==> config.mk <==
export PLATFORM = sky130hd
export DESIGN_NAME = multicycle_control_unit
export DESIGN_NICKNAME = d
export VERILOG_FILES = /design/src/rtl/multicycle_control_unit.sv
export SDC_FILE = /design/constraint.sdc
export NUM_CORES = 1
export LEC_CHECK = 0
export ABC_AREA = 1
export BUFFER_PORTS_ARGS = -buffer_cell sky130_fd_sc_hd__buf_2
export CORE_AREA = 2 2 40 42
export CTS_CLUSTER_DIAMETER = 80
export DETAILED_ROUTE_END_ITERATION = 12
export DIE_AREA = 0 0 42 44
export PLACE_DENSITY_LB_ADDON = 0.25
export REMOVE_ABC_BUFFERS = 1
export SLEW_MARGIN = 10
export SYNTH_ARGS = -nofsm -noshare
export SYNTH_HDL_FRONTEND = slang
export SYNTH_SLANG_ARGS = --single-unit
==> constraint.sdc <==
create_clock -name CLK -period 2.1 [get_ports CLK]
set_clock_uncertainty 0.15 [all_clocks]
set_input_delay 0.315 -clock CLK [delete_from_list [all_inputs] [get_ports CLK]]
set_output_delay 0.315 -clock CLK [all_outputs]
set_load 0.02 [all_outputs]
==> src/rtl/multicycle_control_unit.sv <==
// rtl/multicycle_control_unit.sv - multicycle MIPS instruction-sequencing controller
module multicycle_control_unit #(
    parameter bit MEM_HANDSHAKE = 1'b1,
    parameter bit ENABLE_BNE    = 1'b1,
    parameter bit ENABLE_ADDI   = 1'b1
) (
    input  logic       CLK,
    input  logic       RST,
    input  logic [5:0] OpCode,
    input  logic [5:0] Funct,
    input  logic       Zero,
    input  logic       MemReady,
    output logic       PCEn,
    output logic       IorD,
    output logic       MemWrite,
    output logic       IRWrite,
    output logic       RegDst,
    output logic       MemToReg,
    output logic       RegWrite,
    output logic       ALUSrcA,
    output logic [1:0] ALUSrcB,
    output logic [2:0] ALUControl,
    output logic [1:0] PCSrc,
    output logic       IllegalOp,
    output logic [3:0] State
);

    typedef enum logic [3:0] {
        S_FETCH    = 4'd0,
        S_DECODE   = 4'd1,
        S_MEMADR   = 4'd2,
        S_MEMREAD  = 4'd3,
        S_MEMWB    = 4'd4,
        S_MEMWRITE = 4'd5,
        S_EXECUTE  = 4'd6,
        S_ALUWB    = 4'd7,
        S_BRANCH   = 4'd8,
        S_ADDIEX   = 4'd9,
        S_ADDIWB   = 4'd10,
        S_JUMP     = 4'd11
    } state_t;

    localparam logic [5:0] OP_RTYPE = 6'b000000;
    localparam logic [5:0] OP_LW    = 6'b100011;
    localparam logic [5:0] OP_SW    = 6'b101011;
    localparam logic [5:0] OP_BEQ   = 6'b000100;
    localparam logic [5:0] OP_BNE   = 6'b000101;
    localparam logic [5:0] OP_ADDI  = 6'b001000;
    localparam logic [5:0] OP_J     = 6'b000010;

    localparam logic [2:0] ALU_ADD = 3'b010;
    localparam logic [2:0] ALU_SUB = 3'b110;

    state_t     state;
    state_t     next_state;
    logic       rdy;
    logic       pc_write;
    logic       branch;
    logic       branch_ne;
    logic       funct_ok;
    logic [2:0] funct_alu;
    logic       pc_en_raw;
    logic       ir_write_raw;
    logic       mem_write_raw;
    logic       reg_write_raw;
    logic       illegal_raw;

    assign rdy = MEM_HANDSHAKE ? MemReady : 1'b1;

    always_comb begin
        funct_ok  = 1'b1;
        funct_alu = ALU_ADD;
        case (Funct)
            6'b100000: funct_alu = 3'b010;
            6'b100010: funct_alu = 3'b110;
            6'b100100: funct_alu = 3'b000;
            6'b100101: funct_alu = 3'b001;
            6'b101010: funct_alu = 3'b111;
            default:   funct_ok  = 1'b0;
        endcase
    end

    always_comb begin
        next_state    = S_FETCH;
        pc_write      = 1'b0;
        branch        = 1'b0;
        branch_ne     = 1'b0;
        IorD          = 1'b0;
        mem_write_raw = 1'b0;
        ir_write_raw  = 1'b0;
        RegDst        = 1'b0;
        MemToReg      = 1'b0;
        reg_write_raw = 1'b0;
        ALUSrcA       = 1'b0;
        ALUSrcB       = 2'b00;
        ALUControl    = ALU_ADD;
        PCSrc         = 2'b00;
        illegal_raw   = 1'b0;
        case (state)
            S_FETCH: begin
                ALUSrcB      = 2'b01;
                ir_write_raw = rdy;
                pc_write     = rdy;
                next_state   = rdy ? S_DECODE : S_FETCH;
            end
            S_DECODE: begin
                ALUSrcB = 2'b11;
                case (OpCode)
                    OP_LW, OP_SW: next_state = S_MEMADR;
                    OP_RTYPE: begin
                        if (funct_ok) next_state = S_EXECUTE;
                        else          illegal_raw = 1'b1;
                    end
                    OP_BEQ: next_state = S_BRANCH;
                    OP_BNE: begin
                        if (ENABLE_BNE) next_state = S_BRANCH;
                        else            illegal_raw = 1'b1;
                    end
                    OP_ADDI: begin
                        if (ENABLE_ADDI) next_state = S_ADDIEX;
                        else             illegal_raw = 1'b1;
                    end
                    OP_J:    next_state  = S_JUMP;
                    default: illegal_raw = 1'b1;
                endcase
            end
            S_MEMADR: begin
                ALUSrcA    = 1'b1;
                ALUSrcB    = 2'b10;
                next_state = (OpCode == OP_SW) ? S_MEMWRITE : S_MEMREAD;
            end
            S_MEMREAD: begin
                IorD       = 1'b1;
                next_state = rdy ? S_MEMWB : S_MEMREAD;
            end
            S_MEMWB: begin
                MemToReg      = 1'b1;
                reg_write_raw = 1'b1;
            end
            S_MEMWRITE: begin
                // strobe stays up for the whole wait so memory sees a stable request
                IorD          = 1'b1;
                mem_write_raw = 1'b1;
                next_state    = rdy ? S_FETCH : S_MEMWRITE;
            end
            S_EXECUTE: begin
                ALUSrcA    = 1'b1;
                ALUControl = funct_alu;
                next_state = S_ALUWB;
            end
            S_ALUWB: begin
                RegDst        = 1'b1;
                reg_write_raw = 1'b1;
            end
            S_BRANCH: begin
                ALUSrcA    = 1'b1;
                ALUControl = ALU_SUB;
                PCSrc      = 2'b01;
                branch     = (OpCode == OP_BEQ);
                branch_ne  = (OpCode == OP_BNE);
            end
            S_ADDIEX: begin
                ALUSrcA    = 1'b1;
                ALUSrcB    = 2'b10;
                next_state = S_ADDIWB;
            end
            S_ADDIWB: begin
                reg_write_raw = 1'b1;
            end
            S_JUMP: begin
                PCSrc    = 2'b10;
                pc_write = 1'b1;
            end
            default: next_state = S_FETCH;
        endcase
    end

    assign pc_en_raw = pc_write | (branch & Zero) | (branch_ne & ~Zero);

    // reset gates the strobes directly so an aborted access drops without waiting for a clock
    assign PCEn      = RST & pc_en_raw;
    assign IRWrite   = RST & ir_write_raw;
    assign MemWrite  = RST & mem_write_raw;
    assign RegWrite  = RST & reg_write_raw;
    assign IllegalOp = RST & illegal_raw;
    assign State     = state;

    always_ff @(posedge CLK or negedge RST) begin
        if (!RST) state <= S_FETCH;
        else      state <= next_state;
    end

endmodule

# ---- Word-level counts from Yosys, hierarchy flattened
# Cells that the tools add are included.
dict set report totals {
  register_bits 4
  output_inout_bits 20
  wordCells 68
}
dict set report classes {
  eq_ne 22
  mux 25
  bitwise 10
  n_reduce_logical 10
}
# op n
set ops {}
lappend ops {{$eq 6x6->1 const B} 7}
lappend ops {{$pmux 4 s7} 1}
lappend ops {{$pmux 4 s5} 1}
lappend ops {{$eq 4x3->1 const B} 4}
lappend ops {{$eq 4x4->1 const B} 4}
lappend ops {{$mux 1} 13}
lappend ops {{$eq 6x3->1 const B} 2}
lappend ops {{$mux 3} 4}
lappend ops {{$pmux 3 s4} 1}
lappend ops {{$eq 4x2->1 const B} 2}
lappend ops {{$reduce_or 2->1} 4}
lappend ops {{$and 1x1->1} 7}
lappend ops {{$eq 6x2->1 const B} 1}
lappend ops {{$eq 6x4->1 const B} 1}
lappend ops {{$logic_not 6->1} 1}
lappend ops {{$pmux 2 s3} 1}
lappend ops {{$pmux 3 s2} 1}
lappend ops {{$reduce_or 6->1} 1}
lappend ops {{$reduce_or 5->1} 1}
lappend ops {{$eq 4x1->1 const B} 1}
lappend ops {{$logic_not 4->1} 1}
lappend ops {{$pmux 1 s2} 2}
lappend ops {{$pmux 2 s2} 1}
lappend ops {{$reduce_or 4->1} 1}
lappend ops {{other kinds (3)} 4}

# ---- Depth between registers and ports, before layout
# Gate-level depths: netlist (run 1).
dict set report depth {
  word_depth 7
  depth_mapped 8
  ltp_nobuf 8
}

# ---- Worst setup path before layout (run 1)
# Ideal clock, no wire load.
dict set report synth_timing {
  kind {register to output}
  from {register state[1] (netlist: State[1])}
  to {output port PCEn}
  arrival_ns 1.391
  required_ns 1.635
  slack_ns 0.244
  stages_incl_launch_ff 6
  path_buffers 0
  cell_sequence {dfrtp_1 > nor2_2 > inv_1 > nor2_4 > nand4_1 > a21oi_1}
}
dict set report synth_between {
  elab_chain_len 6
  elab_cells_between_ends 11
}
# item line
set synth_lines {}
lappend synth_lines {{from (decl)} 54} ;# state_t state;
lappend synth_lines {{from (signal assigned)} 190} ;# else state <= next_state;
lappend synth_lines {{$eq 4x4->1} 99} ;# case (state)
lappend synth_lines {{$mux 1} 99}
lappend synth_lines {{$and 1x1->1} 178} ;# assign pc_en_raw = pc_write | (branch & Zero) | (branch_ne & ~Zero);
lappend synth_lines {{$or 1x1->1} 178}
lappend synth_lines {{$or 1x1->1 *} 178}
lappend synth_lines {{$and 1x1->1 *} 181} ;# assign PCEn = RST & pc_en_raw;
lappend synth_lines {{to (decl)} 13} ;# output logic PCEn,
# Every way passes the cells marked *; elsewhere a longest branch is shown, timed or not.

# ---- Worst setup path in the final report (run 1)
dict set report layout_timing {
  from {input port RST}
  to {output port IllegalOp}
}
dict set report layout_between {
  elab_chain_len 1
}
# item line
set layout_lines {}
lappend layout_lines {{from (decl)} 8} ;# input logic RST,
lappend layout_lines {{$and 1x1->1} 185} ;# assign IllegalOp = RST & illegal_raw;
lappend layout_lines {{to (decl)} 24} ;# output logic IllegalOp,
# Every way passes these cells.

==> impl_metrics.json, run 1 <==
{
  "status": "completed",
  "area_growth_syn_to_layout_pct": 39.32,
  "grt_antenna_before_repair": 0,
  "io_pins": 36,
  "diodes": 0,
  "r2r_cells": 7,
  "ys_seq_elements": 4,
  "largest_reg_flops": 4,
  "rsz0062_at_grt": "no",
  "crit_chain": "dlygate4sd3_1 -> buf_2 -> inv_1 -> nor2_1 -> nand2_1 -> nor2_1 -> buf_2",
  "min_path_type": "input pin to register",
  "rows": 14,
  "synth_flop_cell": "dfrtp_1",
  "rrSetupSlack_ns": 0.76,
  "maxSlewViolCount": 0,
  "cp.required_ns": 1.63,
  "synth-warning-count": 0,
  "die_area_sq_um": 1848,
  "hold_depth": 5,
  "numCtsBuffers": 3,
  "cts_buffer_depth": 2,
  "total_power_mw": 0.6864,
  "grt_max_degree": 9,
  "r2r-end": "State[1]",
  "start_util_pct": 41.27,
  "instances_no_fill": 172,
  "routedWlPerCell_microns": 9.140,
  "worstSetupStartpointType": "input pin",
  "dr.pass1.iters": 4,
  "drt_iter0_drc": 17,
  "root_buffer": "clkbuf_4",
  "arrival_ns": 1.51,
  "vdd_ir_drop_max_mv": 0.4000,
  "cts_setup_buffers": 0,
  "finalSetupTns_ns": 0,
  "routabilityCongestion": 0.8485,
  "synth_area_sq_um": 585.6,
  "hp-start": "MemReady",
  "avgSynthCellArea_sq_um": 5.005,
  "synthCells": 117,
  "period_minus_slack_ns": 1.976,
  "clkTransAtPathRegs_ns": 0.03,
  "synth_edf_count": 0,
  "cp_num_buf_inv": 4,
  "rr_startpoint": "State[2]",
  "p_per_area_nw_per_um2": 841.5,
  "cp_top_family": "buffers and inverters",
  "drtAntennaViolNets": 0,
  "path_max_fanout": 6,
  "yosysMostFrequentCell": "nor2_1",
  "cts_tree": "built",
  "cts_num_sinks": 4,
  "drive_gt1_share_pct": 28.85,
  "synth_area_leaders": "nor2_1 20%, nand2_1 18%, dfrtp_1 17%",
  "vias": 828,
  "hpwl_microns": 1312,
  "async_flop_share_pct": 100.0,
  "hold_end": "State[2]",
  "synth_area_leader_cell": "nor2_1",
  "grt_pass1_vias": 740,
  "hold_slack_ns": 0.2588,
  "dp.cells": 168,
  "finalSetupViolations": 0,
  "end_kind": "output port",
  "timing.max_cap.violations": 0,
  "synth_top_area_share_pct": 19.87,
  "final_nets": 174,
  "grtUsageTotal_pct": 19.60,
  "max-slew-margin-rel_pct": 84.40,
  "fin_crit_sh_pct": 94.07,
  "path_class": "input pin to output port",
  "yosysUniqueCellTypes": 16,
  "die_y_microns": 44,
  "port-buffer-count": 35,
  "power_leakage_nw": 0.5287,
  "hold_viol": 0,
  "startpoint": "RST",
  "post-route-drc-count": 0,
  "ys_top_cells_by_count": "31 x nor2_1, 28 x nand2_1, 22 x inv_1",
  "fmax_mhz": 506.2,
  "worst_path_max_delay_cell": "dlygate4sd3_1",
  "tightestPinTransition_ns": 0.2340,
  "grt.overflow.total": 0,
  "die_x_microns": 42,
  "htreeDepth": 1,
  "core_sq_um": 1419,
  "yosysSeqAreaShare_pct": 17.09,
  "routed_wl_microns": 1572,
  "avgViaCountPerCell": 4.814,
  "clkLatencyLatePin_ns": 0.23,
  "slowest_delay_ns": 0.52,
  "grt_pass1_wl_microns": 2787
}
## tightest hold or removal path, delay by kind of cell
family                 cells  cell delay [ns]
buffers and inverters      1             0.10
and+or+nand+nor            4             0.19
## worst max-delay path by stage
stage           endpoint  slack, ns  depth (start not counted)
4_1_cts             PCEn       0.11                          6
6_report       IllegalOp       0.12                          7
2_1_floorplan       PCEn       0.24                          5
5_1_grt        IllegalOp       0.03                          7
3_3_place_gp        PCEn       0.39                          6
3_5_place_dp        PCEn       0.36                          6
## cell usage in the layout, fill, tap and decap left out
master and n:
dfrtp_1 4, dlygate4sd3_1 1, nand3_1 11, o21ai_1 1, a31oi_1 1, nand2_2 1, o21ai_0 4, nand3b_1 2
clkbuf_4 3, or2_2 1, inv_2 1, nor2_4 1, inv_1 22, nand4_1 2, nand2_1 28, a21oi_1 4
nor2_2 3, o21bai_1 1, buf_2 35, nor2_1 30
## final cells by class
type	count	area (sq um)
Fill cell	166	603.1
Tap cell	16	20.02
Inverter	23	86.33
Multi-Input combinational cell	90	401.6
Sequential cell	4	100.1
Timing Repair Buffer	36	185.2
Clock buffer	3	22.52
## per-layer routing
layer  GRT usage, %  share of wire, %  up-vias
met3          7.500               6.5        0
met5              0                 0        -
li1               -                 -      438
met1          24.12                46      360
met2          32.81                47       30
met4          3.871                 0        0
## logic make-up after synthesis
| kind of cell | count (synthesis) | share of synthesized area [%] |
|---|---|---|
| flip-flops | 4 | 17.09 |
| buffers and inverters | 23 | 14.74 |
| AND/OR/NAND/NOR | 79 | 58.12 |
| AO/OA/AOI/OAI | 11 | 10.04 |
## where the power goes
part           leakage [nW]  total, mW  internal, mW  switching (mW)
logic                 0.461      0.455         0.149           0.306
clock network        0.0138     0.0950        0.0639          0.0311
registers            0.0538      0.136        0.0994          0.0366
## metrics by stage
| stage | utilization, % | area [sq um] | worst slack [ns] |
|---|---|---|---|
| after floorplan | - | 585.6 | 0.2443 |
| after global placement | 55.03 | 780.7 | 0.3928 |
| after detailed placement | 55.03 | 780.7 | 0.3619 |
| after CTS | 57.32 | 813.3 | 0.1084 |
| after global routing | 57.50 | 815.8 | 0.02818 |
| final | 57.50 | 815.8 | 0.1244 |
## timing repair
action                                  4_1_cts  5_1_grt
resized for setup                             0        2
hold buffers                                  1        0
endpoints found under the hold margin         4        0
endpoints found under the setup margin        0        1
Note: power is estimated with default switching activity, not from simulation.
==> run 2, diff against run 1 <==
--- a/config.mk
+++ b/config.mk
@@ -7,10 +7,12 @@
 export LEC_CHECK = 0
 export ABC_AREA = 1
 export BUFFER_PORTS_ARGS = -buffer_cell sky130_fd_sc_hd__buf_2
-export CORE_AREA = 2 2 40 42
+export CELL_PAD_IN_SITES_DETAIL_PLACEMENT = 2
+export CELL_PAD_IN_SITES_GLOBAL_PLACEMENT = 2
+export CORE_AREA = 2 2 59 61
 export CTS_CLUSTER_DIAMETER = 80
 export DETAILED_ROUTE_END_ITERATION = 12
-export DIE_AREA = 0 0 42 44
+export DIE_AREA = 0 0 61 63
 export PLACE_DENSITY_LB_ADDON = 0.25
 export REMOVE_ABC_BUFFERS = 1
 export SLEW_MARGIN = 10
==> run 2 against run 1 <==
Global-route usage fell by 6.6 points. Via count rose by 2.7%. Combinational power increased by 8.1%. Critical path depth is the same. First-iteration DRC count is 5.9% lower. Routed wire length is 51% higher. Die area grew 110%. Non-clock buffer count did not move.
==> impl_metrics.json, run 2 (same netlist as run 1, synthesis figures left out) <==
{
  "status": "completed",
  "clkLatencyLatePin_ns": 0.23,
  "cts_setup_buffers": 0,
  "r2r-end": "State[1]",
  "hold_viol": 0,
  "routabilityCongestion": 0.7944,
  "hold_slack_ns": 0.2826,
  "routedWlPerCell_microns": 11.76,
  "cts_tree": "built",
  "fmax_mhz": 485.2,
  "tightestPinTransition_ns": 0.2781,
  "rows": 21,
  "clkTransAtPathRegs_ns": 0.04,
  "cp_top_family": "buffers and inverters",
  "path_max_fanout": 6,
  "drt_iter0_drc": 16,
  "finalSetupViolations": 0,
  "max-slew-margin-rel_pct": 81.46,
  "fin_crit_sh_pct": 98.14,
  "dr.pass1.iters": 4,
  "avgViaCountPerCell": 4.208,
  "cp.required_ns": 1.63,
  "die_y_microns": 63,
  "cp_num_buf_inv": 4,
  "total_power_mw": 0.7362,
  "hpwl_microns": 2122,
  "arrival_ns": 1.60,
  "p_per_area_nw_per_um2": 851.6,
  "post-route-drc-count": 0,
  "worstSetupStartpointType": "input pin",
  "drtAntennaViolNets": 0,
  "grt_pass1_wl_microns": 3912,
  "vias": 850,
  "diodes": 0,
  "final_nets": 174,
  "grt.overflow.total": 0,
  "cts_buffer_depth": 2,
  "die_area_sq_um": 3843,
  "grtUsageTotal_pct": 13.04,
  "die_x_microns": 61,
  "layout_common_cells": "35 x buf_2, 30 x nor2_1, 28 x nand2_1, 22 x inv_1, 11 x nand3_1",
  "area_growth_syn_to_layout_pct": 47.65,
  "numCtsBuffers": 3,
  "finalSetupTns_ns": 0,
  "htreeDepth": 1,
  "rr_startpoint": "State[2]",
  "core_sq_um": 3232,
  "rsz0062_at_grt": "yes",
  "worst_path_max_delay_cell": "dlygate4sd3_1",
  "slowest_delay_ns": 0.52,
  "rrSetupSlack_ns": 0.68,
  "timing.max_cap.violations": 0,
  "largest_reg_flops": 4,
  "period_minus_slack_ns": 2.061,
  "grt_antenna_before_repair": 0,
  "r2r_cells": 7,
  "grt_pass1_vias": 879,
  "crit_chain": "dlygate4sd3_1 -> buf_2 -> inv_1 -> nor2_1 -> nand2_1 -> nor2_1 -> buf_2",
  "port-buffer-count": 35,
  "vdd_ir_drop_max_mv": 0.2195,
  "start_util_pct": 18.12,
  "min_path_type": "input pin to asynchronous set/reset pin",
  "cts_num_sinks": 4,
  "maxSlewViolCount": 0,
  "grt_max_degree": 9,
  "routed_wl_microns": 2375,
  "layout_commonest_cell": "buf_2",
  "drive_gt1_share_pct": 29.49,
  "power_leakage_nw": 0.5292,
  "io_pins": 36,
  "end_kind": "output port",
  "path_class": "input pin to output port",
  "root_buffer": "clkbuf_4"
}
-- run 2: worst reg2reg max path: stages (launching register included) --
cell and delay (ns):
dfrtp_1 0.37, inv_1 0.08, nand2_1 0.21, nor2_1 0.13, nor2_1 0.12, nand3_1 0.09, nor2_1 0.09, nand2_1 0.07
-- run 2: layer usage --
layer  vias to the layer above  global-route usage, %  part of all wire, %
met1                       388                  16.54                   46
met3                         0                  2.692                  5.2
met2                        25                  22.31                   49
met5                         -                      0                    0
li1                        437                      -                    -
met4                         0                  2.446                    0
-- run 2: layout make-up --
| class | count | area (sq um) |
|---|---|---|
| clock buffer | 3 | 22.52 |
| fill | 444 | 2367 |
| inverter | 23 | 86.33 |
| multi-input combinational | 90 | 411.6 |
| sequential | 4 | 101.3 |
| tap | 46 | 57.56 |
| timing repair buffer | 36 | 185.2 |
-- run 2: worst max path at each step --
stage                         from            end  depth (start not counted)
after global placement    State[1]  ALUControl[2]                          5
after global routing      State[3]      IllegalOp                          8
final                          RST      IllegalOp                          7
after detailed placement  State[3]      IllegalOp                          8
after CTS                      RST      IllegalOp                          7
after floorplan           State[1]           PCEn                          5
-- run 2: what timing repair did --
| action | 4_1_cts | 5_1_grt |
|---|---|---|
| hold buffers | 1 | 0 |
| resized for setup | 0 | 5 |
| setup endpoints to repair | 0 | 4 |
| hold endpoints to repair | 4 | 0 |
-- run 2: stage by stage --
stage | instance area [sq um] | setup WS, ns | util (%) | instances
after detailed placement | 818.3 | 0.3088 | 25.32 | 198
final | 864.6 | 0.03903 | 26.75 | 202
after CTS | 850.8 | 0.01733 | 26.33 | 202
after global routing | 864.6 | -0.04892 | 26.75 | 202
after global placement | 818.3 | 0.3164 | 25.32 | 198
after floorplan | 585.6 | 0.2443 | - | 117
-- run 2: power breakdown --
part	internal, mW	switching [mW]
Clock	0.0638	0.0296
Combinational	0.160	0.332
Sequential	0.101	0.0496
Total	0.325	0.411
==> run 3, diff against run 2 <==
--- a/config.mk
+++ b/config.mk
@@ -5,14 +5,14 @@
 export SDC_FILE = /design/constraint.sdc
 export NUM_CORES = 1
 export LEC_CHECK = 0
-export ABC_AREA = 1
+export ABC_AREA = 0
 export BUFFER_PORTS_ARGS = -buffer_cell sky130_fd_sc_hd__buf_2
 export CELL_PAD_IN_SITES_DETAIL_PLACEMENT = 2
 export CELL_PAD_IN_SITES_GLOBAL_PLACEMENT = 2
-export CORE_AREA = 2 2 59 61
+export CORE_AREA = 2 2 56 58
 export CTS_CLUSTER_DIAMETER = 80
 export DETAILED_ROUTE_END_ITERATION = 12
-export DIE_AREA = 0 0 61 63
+export DIE_AREA = 0 0 58 60
 export PLACE_DENSITY_LB_ADDON = 0.25
 export REMOVE_ABC_BUFFERS = 1
 export SLEW_MARGIN = 10
==> run 3 against run 2 <==
The flow now finishes with violations (setup timing). Sequential power hardly changed. Cell area is 31% higher. Routed wire length is 33% higher. Register-to-register slack worse by 0.36 ns. Synthesized cell count is 21% lower. Sequential share of layout area is 2.6 points lower. First-iteration DRC count is 13% lower. Clock power is 11% higher. Final cell count is 11% lower. Die area is 9.4% lower. Critical endpoint unchanged. Largest power group unchanged.
==> impl_metrics.json, run 3 <==
{
  "synth_area_leaders": "dfrtp_1 16%, nor2_1 7.3%, nand2b_1 7.1%",
  "routabilityCongestion": 0.8987,
  "maxSlewViolCount": 0,
  "avgViaCountPerCell": 5.189,
  "die_x_microns": 58,
  "path_max_fanout": 2,
  "dr.pass1.iters": 4,
  "root_buffer": "clkbuf_4",
  "rsz0062_at_grt": "yes",
  "layout_common_cells": "28 x buf_2, 21 x buf_4, 11 x nor2_1",
  "routed.top_layer": "met4",
  "met1_length_microns": 1330,
  "largest_reg_flops": 4,
  "dp_slack_ns": -0.1295,
  "drt_iter0_drc": 14,
  "start_util_pct": 21.25,
  "cts_num_sinks": 4,
  "synth-warning-count": 0,
  "hold_viol": 0,
  "clkLatencyLatePin_ns": 0.25,
  "instances_no_fill": 180,
  "htreeDepth": 1,
  "grt_pass1_vias": 985,
  "grt_max_degree": 10,
  "route.met3.wl_microns": 135,
  "clkTransAtPathRegs_ns": 0.04,
  "ys_seq_elements": 4,
  "cts_tree": "built",
  "period_minus_slack_ns": 2.183,
  "min_path_type": "input pin to register",
  "drive_gt1_share_pct": 53.74,
  "io_pins": 36,
  "routedWlPerCell_microns": 17.49,
  "area_growth_syn_to_layout_pct": 83.77,
  "post-route-drc-count": 0,
  "yosysUniqueCellTypes": 36,
  "synthCells": 92,
  "power_leakage_nw": 0.5295,
  "grt.overflow.total": 0,
  "synth_area_leader_cell": "dfrtp_1",
  "finalSetupViolations": 1,
  "final_nets": 165,
  "yosysMostFrequentCell": "nor2_1",
  "port-buffer-count": 35,
  "drtAntennaViolNets": 0,
  "hpwl_microns": 2342,
  "rows": 20,
  "vias": 934,
  "tightestPinTransition_ns": 0.4900,
  "avgSynthCellArea_sq_um": 6.705,
  "ys_top_cells_by_count": "12 x nor2_1, 7 x nand2b_1, 7 x nor2b_1",
  "synth_edf_count": 0,
  "timing.max_cap.violations": 0,
  "end_kind": "output port",
  "path_class": "input pin to output port",
  "async_flop_share_pct": 100.0,
  "yosysSeqAreaShare_pct": 16.23,
  "numCtsBuffers": 3,
  "synth_top_area_share_pct": 16.23,
  "max-slew-margin-rel_pct": 67.03,
  "cts_buffer_depth": 2,
  "grt_pass1_wl_microns": 4788,
  "vdd_ir_drop_max_mv": 0.4329,
  "routed_wl_microns": 3148,
  "die_area_sq_um": 3480,
  "grt_antenna_before_repair": 0,
  "synth_flop_cell": "dfrtp_1",
  "fmax_mhz": 458.1,
  "finalSetupTns_ns": -0.08277,
  "grtUsageTotal_pct": 18.63,
  "status": "finished with violations",
  "violations": "setup timing",
  "arrival_ns": 1.72,
  "met2_length_microns": 1627,
  "core_sq_um": 2903,
  "cp.required_ns": 1.63,
  "final.setup.worst_slack_ns": -0.08277,
  "p_per_area_nw_per_um2": 872.3,
  "synth_area_sq_um": 616.8,
  "nFillCells": 355,
  "die_y_microns": 60,
  "diodes": 0,
  "worstSetupStartpointType": "input pin",
  "fin_crit_sh_pct": 103.9,
  "layout_commonest_cell": "buf_2",
  "dp.cells": 171
}
run 3: cells by family after synthesis:
group / after synthesis / synth area share (%)
XOR/XNOR: 3 / 4.260
buffers and inverters: 8 / 4.867
AND/OR/NAND/NOR: 54 / 49.29
AO/OA/AOI/OAI: 22 / 23.73
flip-flops: 4 / 16.23
multiplexers: 1 / 1.623
run 3: metal layers:
metal  up-vias  GRT usage (%)
met5         -              0
met4         0          6.977
met3         7          2.165
met2        30          32.79
met1       456          23.28
li1        441              -
run 3: final cells by class:
class / instances / area, sq um / area share, %
Sequential cell: 4 / 103.9 / 9.161
Multi-Input combinational cell: 80 / 575.6 / 50.77
Tap cell: 33 / 41.29 / 3.642
Timing Repair Buffer: 56 / 375.4 / 33.11
Clock buffer: 3 / 22.52 / 1.987
Inverter: 4 / 15.01 / 1.325
run 3: through the flow:
stage               total power, mW  util, %  area (sq um)  hold slack [ns]
global placement             0.7099    32.07         930.9          0.01189
finish                       0.9888    39.05          1134           0.2964
floorplan                    0.4547        -         601.8          -0.1306
detailed placement           0.7275    32.07         930.9          0.01571
global route                  1.058    39.05          1134           0.3234
CTS                          0.9044    35.26          1023           0.2795
run 3: critical path, cell delays in order:
cell and delay (ns):
buf_6 0.09, or2_4 0.24, or4_4 0.51, or2_1 0.25, nor4b_4 0.14, buf_4 0.17
run 3: worst paths after layout:
path	cells past startpoint	from	slack, ns	to
max	6	OpCode[0]	-0.08	IllegalOp
min	4	OpCode[4]	0.30	State[3]
max reg2reg	5	State[1]	0.32	State[0]
min reg2reg	2	State[3]	0.58	State[0]
max in group asynchronous	2	RST	1.19	State[0]
min in group asynchronous	2	RST	0.39	State[1]
run 3: report_power, final:
part	leakage (nW)	switching (mW)	internal [mW]	total [mW]
combinational	0.467	0.404	0.332	0.736
clock	0.0138	0.0399	0.0645	0.104
sequential	0.0490	0.0469	0.102	0.149
run 3: what timing repair did:
action,CTS,global route
pin swaps,1,3
setup buffers,4,1
endpoints found under the setup margin,6,6
hold buffers,1,0
endpoints found under the hold margin,4,0
resized for setup,8,25
